### src/rtl/pipe_ctrl_if.sv
// Request/hold bundle between the pipeline stages and the sequencing controller.
interface pipe_ctrl_if;
  logic        if_stallreq;
  logic        id_load_use;
  logic        ex_div_start;
  logic        mem_stallreq;
  logic        exc_req;
  logic        eret_req;
  logic [31:0] epc;
  logic [5:0]  stall;
  logic        flush;
  logic [31:0] new_pc;
  logic        div_busy;
  logic        div_done;

  modport master (
    input  if_stallreq, id_load_use, ex_div_start, mem_stallreq,
    input  exc_req, eret_req, epc,
    output stall, flush, new_pc, div_busy, div_done
  );

  modport slave (
    output if_stallreq, id_load_use, ex_div_start, mem_stallreq,
    output exc_req, eret_req, epc,
    input  stall, flush, new_pc, div_busy, div_done
  );
endinterface

### src/rtl/pipe_ctrl.sv
// Five-stage pipeline sequencing: hold vector, exception/ERET flush + redirect,
// and the multi-cycle divider occupancy in EX.
module pipe_ctrl #(
  parameter int unsigned DIV_CYCLES = 32,
  parameter logic [31:0] EXC_VECTOR = 32'hBFC00380
) (
  input  logic             clk,
  input  logic             resetn,
  pipe_ctrl_if.master      bus
);
  localparam int CNT_W = $clog2(DIV_CYCLES);

  typedef enum logic [1:0] {
    IDLE  = 2'd0,
    DIV   = 2'd1,
    FLUSH = 2'd2
  } state_t;

  state_t           state_q, state_d;
  logic [CNT_W-1:0] cnt_q, cnt_d;
  logic [31:0]      new_pc_q, new_pc_d;
  logic             redirect;
  logic             div_stall;

  assign redirect = bus.exc_req | bus.eret_req;

  always_ff @(posedge clk or posedge resetn) begin
    if (resetn) begin
      state_q  <= IDLE;
      cnt_q    <= '0;
      new_pc_q <= '0;
    end else begin
      state_q  <= state_d;
      cnt_q    <= cnt_d;
      new_pc_q <= new_pc_d;
    end
  end

  always_comb begin
    state_d  = state_q;
    cnt_d    = cnt_q;
    new_pc_d = new_pc_q;
    case (state_q)
      IDLE: begin
        if (redirect) begin
          state_d  = FLUSH;
          new_pc_d = bus.exc_req ? EXC_VECTOR : bus.epc;
        end else if (bus.ex_div_start && !bus.mem_stallreq) begin
          state_d = DIV;
          cnt_d   = CNT_W'(DIV_CYCLES - 1);
        end
      end
      DIV: begin
        // A committed exception or ERET abandons the divide outright.
        if (redirect) begin
          state_d  = FLUSH;
          cnt_d    = '0;
          new_pc_d = bus.exc_req ? EXC_VECTOR : bus.epc;
        end else if (cnt_q != '0) begin
          cnt_d = cnt_q - CNT_W'(1);
        end else if (!bus.mem_stallreq) begin
          state_d = IDLE;
        end
      end
      FLUSH:   state_d = IDLE;
      default: state_d = IDLE;
    endcase
  end

  assign div_stall = (state_q == IDLE && bus.ex_div_start) ||
                     (state_q == DIV && cnt_q != '0);

  // Reset forces an all-clear hold vector even while requests are still asserted.
  always_comb begin
    bus.stall = 6'b000000;
    if (resetn || state_q == FLUSH) bus.stall = 6'b000000;
    else if (bus.mem_stallreq)      bus.stall = 6'b011111;
    else if (div_stall)             bus.stall = 6'b001111;
    else if (bus.id_load_use)       bus.stall = 6'b000111;
    else if (bus.if_stallreq)       bus.stall = 6'b000011;
  end

  assign bus.flush    = (state_q == FLUSH);
  assign bus.new_pc   = new_pc_q;
  assign bus.div_busy = (state_q == DIV);
  assign bus.div_done = (state_q == DIV) && (cnt_q == '0);
endmodule

### src/flat_wrapper.sv
// flat-port wrapper written by rule: the top's interface ports become plain ports
module pipe_ctrl_flat 
#(
  parameter int unsigned DIV_CYCLES = 32,
  parameter logic [31:0] EXC_VECTOR = 32'hBFC00380
)
  (clk, resetn, bus_if_stallreq, bus_id_load_use, bus_ex_div_start, bus_mem_stallreq, bus_exc_req, bus_eret_req, bus_epc, bus_stall, bus_flush, bus_new_pc, bus_div_busy, bus_div_done);
  pipe_ctrl_if bus_i ();
  input  logic clk;
  input  logic resetn;
  input wire logic [$bits(bus_i.if_stallreq)-1:0] bus_if_stallreq;
  input wire logic [$bits(bus_i.id_load_use)-1:0] bus_id_load_use;
  input wire logic [$bits(bus_i.ex_div_start)-1:0] bus_ex_div_start;
  input wire logic [$bits(bus_i.mem_stallreq)-1:0] bus_mem_stallreq;
  input wire logic [$bits(bus_i.exc_req)-1:0] bus_exc_req;
  input wire logic [$bits(bus_i.eret_req)-1:0] bus_eret_req;
  input wire logic [$bits(bus_i.epc)-1:0] bus_epc;
  output wire logic [$bits(bus_i.stall)-1:0] bus_stall;
  output wire logic [$bits(bus_i.flush)-1:0] bus_flush;
  output wire logic [$bits(bus_i.new_pc)-1:0] bus_new_pc;
  output wire logic [$bits(bus_i.div_busy)-1:0] bus_div_busy;
  output wire logic [$bits(bus_i.div_done)-1:0] bus_div_done;
  assign bus_i.if_stallreq = bus_if_stallreq;
  assign bus_i.id_load_use = bus_id_load_use;
  assign bus_i.ex_div_start = bus_ex_div_start;
  assign bus_i.mem_stallreq = bus_mem_stallreq;
  assign bus_i.exc_req = bus_exc_req;
  assign bus_i.eret_req = bus_eret_req;
  assign bus_i.epc = bus_epc;
  assign bus_stall = bus_i.stall;
  assign bus_flush = bus_i.flush;
  assign bus_new_pc = bus_i.new_pc;
  assign bus_div_busy = bus_i.div_busy;
  assign bus_div_done = bus_i.div_done;
  pipe_ctrl #(.DIV_CYCLES(DIV_CYCLES), .EXC_VECTOR(EXC_VECTOR)) u_core (.clk(clk), .resetn(resetn), .bus(bus_i));
endmodule
### config.mk
export PLATFORM = sky130hd
export DESIGN_NAME = pipe_ctrl_flat
export DESIGN_NICKNAME = d
export VERILOG_FILES = /design/src/rtl/pipe_ctrl_if.sv /design/src/rtl/pipe_ctrl.sv /design/src/flat_wrapper.sv
export SDC_FILE = /design/constraint.sdc
export NUM_CORES = 1
export LEC_CHECK = 0
export BUFFER_PORTS_ARGS = -buffer_cell sky130_fd_sc_hd__clkbuf_2
export CAP_MARGIN = 10
export CORE_MARGIN = 1
export CORE_UTILIZATION = 40
export DETAILED_ROUTE_END_ITERATION = 12
export PLACE_DENSITY = 0.69
export SLEW_MARGIN = 30
export SYNTH_ARGS = -nofsm -noshare
export SYNTH_HDL_FRONTEND = slang
export SYNTH_SLANG_ARGS = --single-unit
export TNS_END_PERCENT = 30
### constraint.sdc
create_clock -name clk -period 2.9 [get_ports clk]
set_input_delay 0.145 -clock clk [delete_from_list [all_inputs] [get_ports clk]]
set_output_delay 0.145 -clock clk [all_outputs]
set_load 0.02 [all_outputs]
== After elaboration in Yosys (flattened, before gate mapping) ==
Index checks and enable logic that the tools add are counted.
Word-level totals
  register bits: 39
  bits in latches: 0
  bits in writable memories: 0
  bits in read-only memories: 0
  input bits: 40
  output and inout bits: 41
  logic and storage cells: 45
  memories kept: 0
Operators by class
  add/subtract/negate cells: 1
  $mul: 0
  div/mod/pow operators: 0
  order comparisons: 0
  equal/unequal tests: 8
  shift-type cells: 0
  muxes and demuxes: 17
  bitwise operators: 1
  reduce and logical (&&, ||, !) cells: 15
Operator list (count)
  2-to-1 mux 32 bit: 1
  2-to-1 mux 6 bit: 4
  2-to-1 mux 5 bit: 4
  2-to-1 mux 2 bit: 6
  one-hot mux 5 bit (2 select lines): 1
  != test 3 x 1 -> 1 bit (second input constant): 2
  != test 3 x 2 -> 1 bit (second input constant): 2
  zero test 5 bit: 1
  nonzero test 5 bit: 1
  subtractor 5 x 1 -> 5 bit (second input constant): 1
  logical AND 1 bit: 4
  one-hot mux 2 bit (2 select lines): 1
  AND reduction 4 bit: 1
  AND reduction 3 bit: 1
  == test 2 x 1 -> 1 bit (second input constant): 1
  == test 2 bit (second input constant): 1
  zero test 2 bit: 1
  logical OR 1 bit: 2
  != test 2 x 1 -> 1 bit (second input constant): 1
  != test 2 bit (second input constant): 1
  AND reduction 2 bit: 1
  nonzero test 2 bit: 1
  OR reduction 2 bit: 1
  zero test 1 bit: 1
  bitwise OR 1 bit: 1

== Logic depth before layout (Yosys ltp) ==
  depth after elaboration: 6
  depth in mapped cells: 7
  gate-level depth less buffers: 6

== Worst setup path before layout ==
Ideal clock, no wire load.
  kind: reg2out
  from: reg u_core.cnt_q[0]
  to: out bus_stall[1]
  data arrival time: 1.713 ns
  data required time: 2.755 ns
  slack: 1.042 ns
  stages on the path, launching flop included: 7
  path buffers: 1
  path through: dfrtp_1 -> inv_1 -> ha_1 -> nor4b_4 -> a211oi_2 -> o41a_1 -> buf_4
Between the ends
  longest elaborated chain between the ends: 6
Ends and longest elaborated chain
  start: declaration: RTL line pipe_ctrl.sv:20  | logic [CNT_W-1:0] cnt_q, cnt_d;
  start signal: assignment: RTL line pipe_ctrl.sv:34  | cnt_q <= cnt_d;
  nonzero test 5 bit: RTL line pipe_ctrl.sv:71  | (state_q == DIV && cnt_q != '0);
  logical AND 1 bit: RTL line pipe_ctrl.sv:71
  logical OR 1 bit: RTL line pipe_ctrl.sv:70  | assign div_stall = (state_q == IDLE && bus.ex_div_start) ||
  2-to-1 mux 6 bit: RTL line pipe_ctrl.sv:78  | else if (div_stall) bus.stall = 6'b001111;
  2-to-1 mux 6 bit: RTL line pipe_ctrl.sv:77  | else if (bus.mem_stallreq) bus.stall = 6'b011111;
  2-to-1 mux 6 bit: RTL line pipe_ctrl.sv:76  | if (resetn || state_q == FLUSH) bus.stall = 6'b000000;
  end: declaration: RTL line flat_wrapper.sv:18  | output wire logic [$bits(bus_i.stall)-1:0] bus_stall;
No other way between the ends.

== Worst setup path in the final report ==
Same ends and word-level chain as after synthesis.

==> flow_summary.yaml <==
setup_path:
  r2r_slack_ps: 1320
  r2r_cells: 6
  r2r_start: "u_core.cnt_q[0]"
  cp.arrival_ps: 2040
  criticalPathCategory: "register to output pin"
  path_delay_family: "compound AO/OA/AOI/OAI gates"
  worst-path-max-fanout: 8
  r2r_end: "u_core.cnt_q[1]"
  crit_chain: "inv_1, ha_1, nor4b_4, a211oi_2, o41a_1, clkbuf_2"
  endpoint: "bus_stall[1]"
  crit_path_end_kind: "output pin"
  critical_path.max_stage_delay_ps: 420
  cp-start-kind: "register"
  required_ps: 2760
  crit_buf_inv: 2
  startpoint: "u_core.cnt_q[0]"
  critPathSlowestCell: "nor4b_4"
  path_depth: 6
synth:
  synth-simple-area-share_pct: 24.36
  synth.top_cells.by_area: "dfrtp_1 53%, o21ai_0 10%, nand2_1 7.1%"
  synth.most_common_cell: "dfrtp_1"
  synth_cell_type_count: 33
  synth_compound_area_share_pct: 16.51
  synth.ff_latch_count: 39
  synth-xor-area-share_pct: 0
  synth_mux_area_share_pct: 0
  synth_top_area_cell: "dfrtp_1"
  synthCells: 202
  synth.yosys.seq_area_share_pct: 52.77
  synth_fa_ha_area_share_pct: 0.6766
  syn_nets: 243
  syn_avg_cell_area_um2: 9.155
  synth-async-reset-ratio_pct: 100.0
  yosysWarnings: 0
  syn_area_um2: 1849
  synth_top_flop_cell: "dfrtp_1"
  ys_top_cells_by_count: "39 x dfrtp_1, 38 x o21ai_0, 35 x nand2_1"
  yosysTopAreaCellShare_pct: 52.77
  synth_edf_count: 0
  synth_top_family_by_area: "simple AND/OR/NAND/NOR gates"
detailed_routing:
  drc: 0
  vias_per_cell: 4.729
  ant_nets: 0
  wire_per_inst_um: 11.29
  drtIter0Drc: 97
  vias: 1556
  first_pass_iters: 4
  wirelength_um: 3714
global_route:
  grt_pass1_vias: 1353
  grt_start_max_net_pins: 66
  use_met2_pct: 23.82
  antenna_found_initial: 0
  grt_pass1_wl_um: 6044
  grt-busiest-layer: "met2"
  met3_usage_pct: 3.896
  globalRouteTotalUtil_pct: 15.32
  grt.overflow.total: 0
  grt_util_met1_pct: 20.81
cells_and_area:
  drive_gt1_share_pct: 35.38
  final_core_util_pct: 54.22
  area_growth_pct: 28.55
  diodes: 0
  nNetsFinal: 317
timing:
  tightestPinTransition_ps: 609.6
  rsz0062_at_grt: "false"
  tns_ps: 0
  hold_viol: 0
  setup_viol: 0
  timing.fmax_ghz: 0.4575
  relSlewSlack_pct: 59.32
  drv_slew: 0
  fin_crit_sh_pct: 75.38
  finalCriticalPeriod_ps: 2186
  skew_ps: 4.838
placed_design:
  globalplace.congestion: 0.7776
  numPortBuffers: 79
  dpl.hpwl_um: 2695
clocking:
  clk_pin_slew_ps: 70
  cts_tree: "done"
  cts_root_buf: "clkbuf_8"
  post_cts_buffers: 0
  cts_sinks: 39
  clockBufferDepth: 2
  post_cts_resized: 0
  worstSkewPairLatency_ps: 280
  htreeDepth: 2
  cts_buffers: 5
min_path:
  hp-class: "primary input to register"
die:
  start_util_pct: 42.18
  die_w_um: 70.00
  row_count: 24
  coreArea_um2: 4384
  dieArea_um2: 4899
  ios: 81
  die_y_um: 70.00
power:
  power.density_nw_per_um2: 633.7
  max-vdd-ir-drop_mv: 0.3962
  power_w: 0.001506
  p_leak_nw: 1.199
flow_run:
  drv_cap: 0
run_status:
  status: "completed"
-- registers in the layout, summed over array words and instances (netlist names) --
| signal | cells |
|---|---|
| u_core.bus.new_pc | 32 |
| u_core.cnt_q | 5 |
| u_core.state_q | 2 |
-- worst min-delay path, delay by kind of cell --
| family | cells | cell delay (ps) |
|---|---|---|
| buffers and inverters | 1 | 80 |
| AOI/OAI and AO/OA | 1 | 60 |
| and+or+nand+nor | 1 | 50 |
-- routing by layer --
layer	vias to the layer above	wire [µm]	part of all wire (%)
met5	-	0	0
met4	0	36	0.97
met3	5	198	5.3
met2	45	1660	45
met1	691	1819	49
li1	815	-	-
-- layout by cell type, fill, tap and decap left out, types with 2 or more instances in the layout --
master,count
buf_4,2
dfrtp_1,39
nand2b_1,20
o21ai_0,38
clkbuf_2,79
clkbuf_8,6
nor2_1,19
nor2b_1,4
nand2_1,35
nor3_1,4
inv_1,5
o31a_2,2
-- stage by stage --
step | setup slack (ps) | hold WS, ps | cell area, µm² | instances
2_1_floorplan | 1042 | 293.2 | 1849 | 202
3_3_place_gp | 1071 | 249.4 | 2245 | 320
3_5_place_dp | 1001 | 257.3 | 2245 | 320
4_1_cts | 687.1 | 80.95 | 2372 | 329
5_1_grt | 581.3 | 89.77 | 2377 | 329
6_report | 714.0 | 89.79 | 2377 | 329
-- layout make-up --
type                       instances  area [µm²]
fill                             411        2007
timing repair buffer              82       420.4
clock buffer                       6       82.58
inverter                           5       18.77
clock inverter                     2       35.03
multi-input combinational        143       779.5
tap                               52       65.06
sequential                        39       975.9
-- how the worst min path moves through the flow --
stage	from	endpoint	slack, ps	cells after the start
final	bus_epc[13]	u_core.bus.new_pc[13]	90	3
after detailed placement	resetn	u_core.bus.new_pc[25]	260	2
after global placement	resetn	u_core.bus.new_pc[26]	250	2
after floorplan	bus_epc[18]	u_core.bus.new_pc[18]	290	2
after global routing	bus_epc[13]	u_core.bus.new_pc[13]	90	3
after CTS	bus_epc[15]	u_core.bus.new_pc[15]	80	3
-- power breakdown --
part	internal [W]	switching (W)
registers	0.000627	0.0000635
clock network	0.000278	0.000177
logic	0.000132	0.000229
-- cell families (layout without fill, tap and decap cells) --
group / after synthesis / in the layout
DFF: 39 / 39
and+or+nand+nor: 90 / 90
buffers and inverters: 20 / 95
adders and majority gates: 1 / 1
other: 1 / 1
AOI/OAI and AO/OA: 51 / 51
-- timing repair --
item | in CTS | in global routing
endpoints found under the setup margin | 0 | 0
hold buffers | 1 | 0
endpoints found under the hold margin | 16 | 0
No activity file was read; power rests on OpenSTA's default activity.
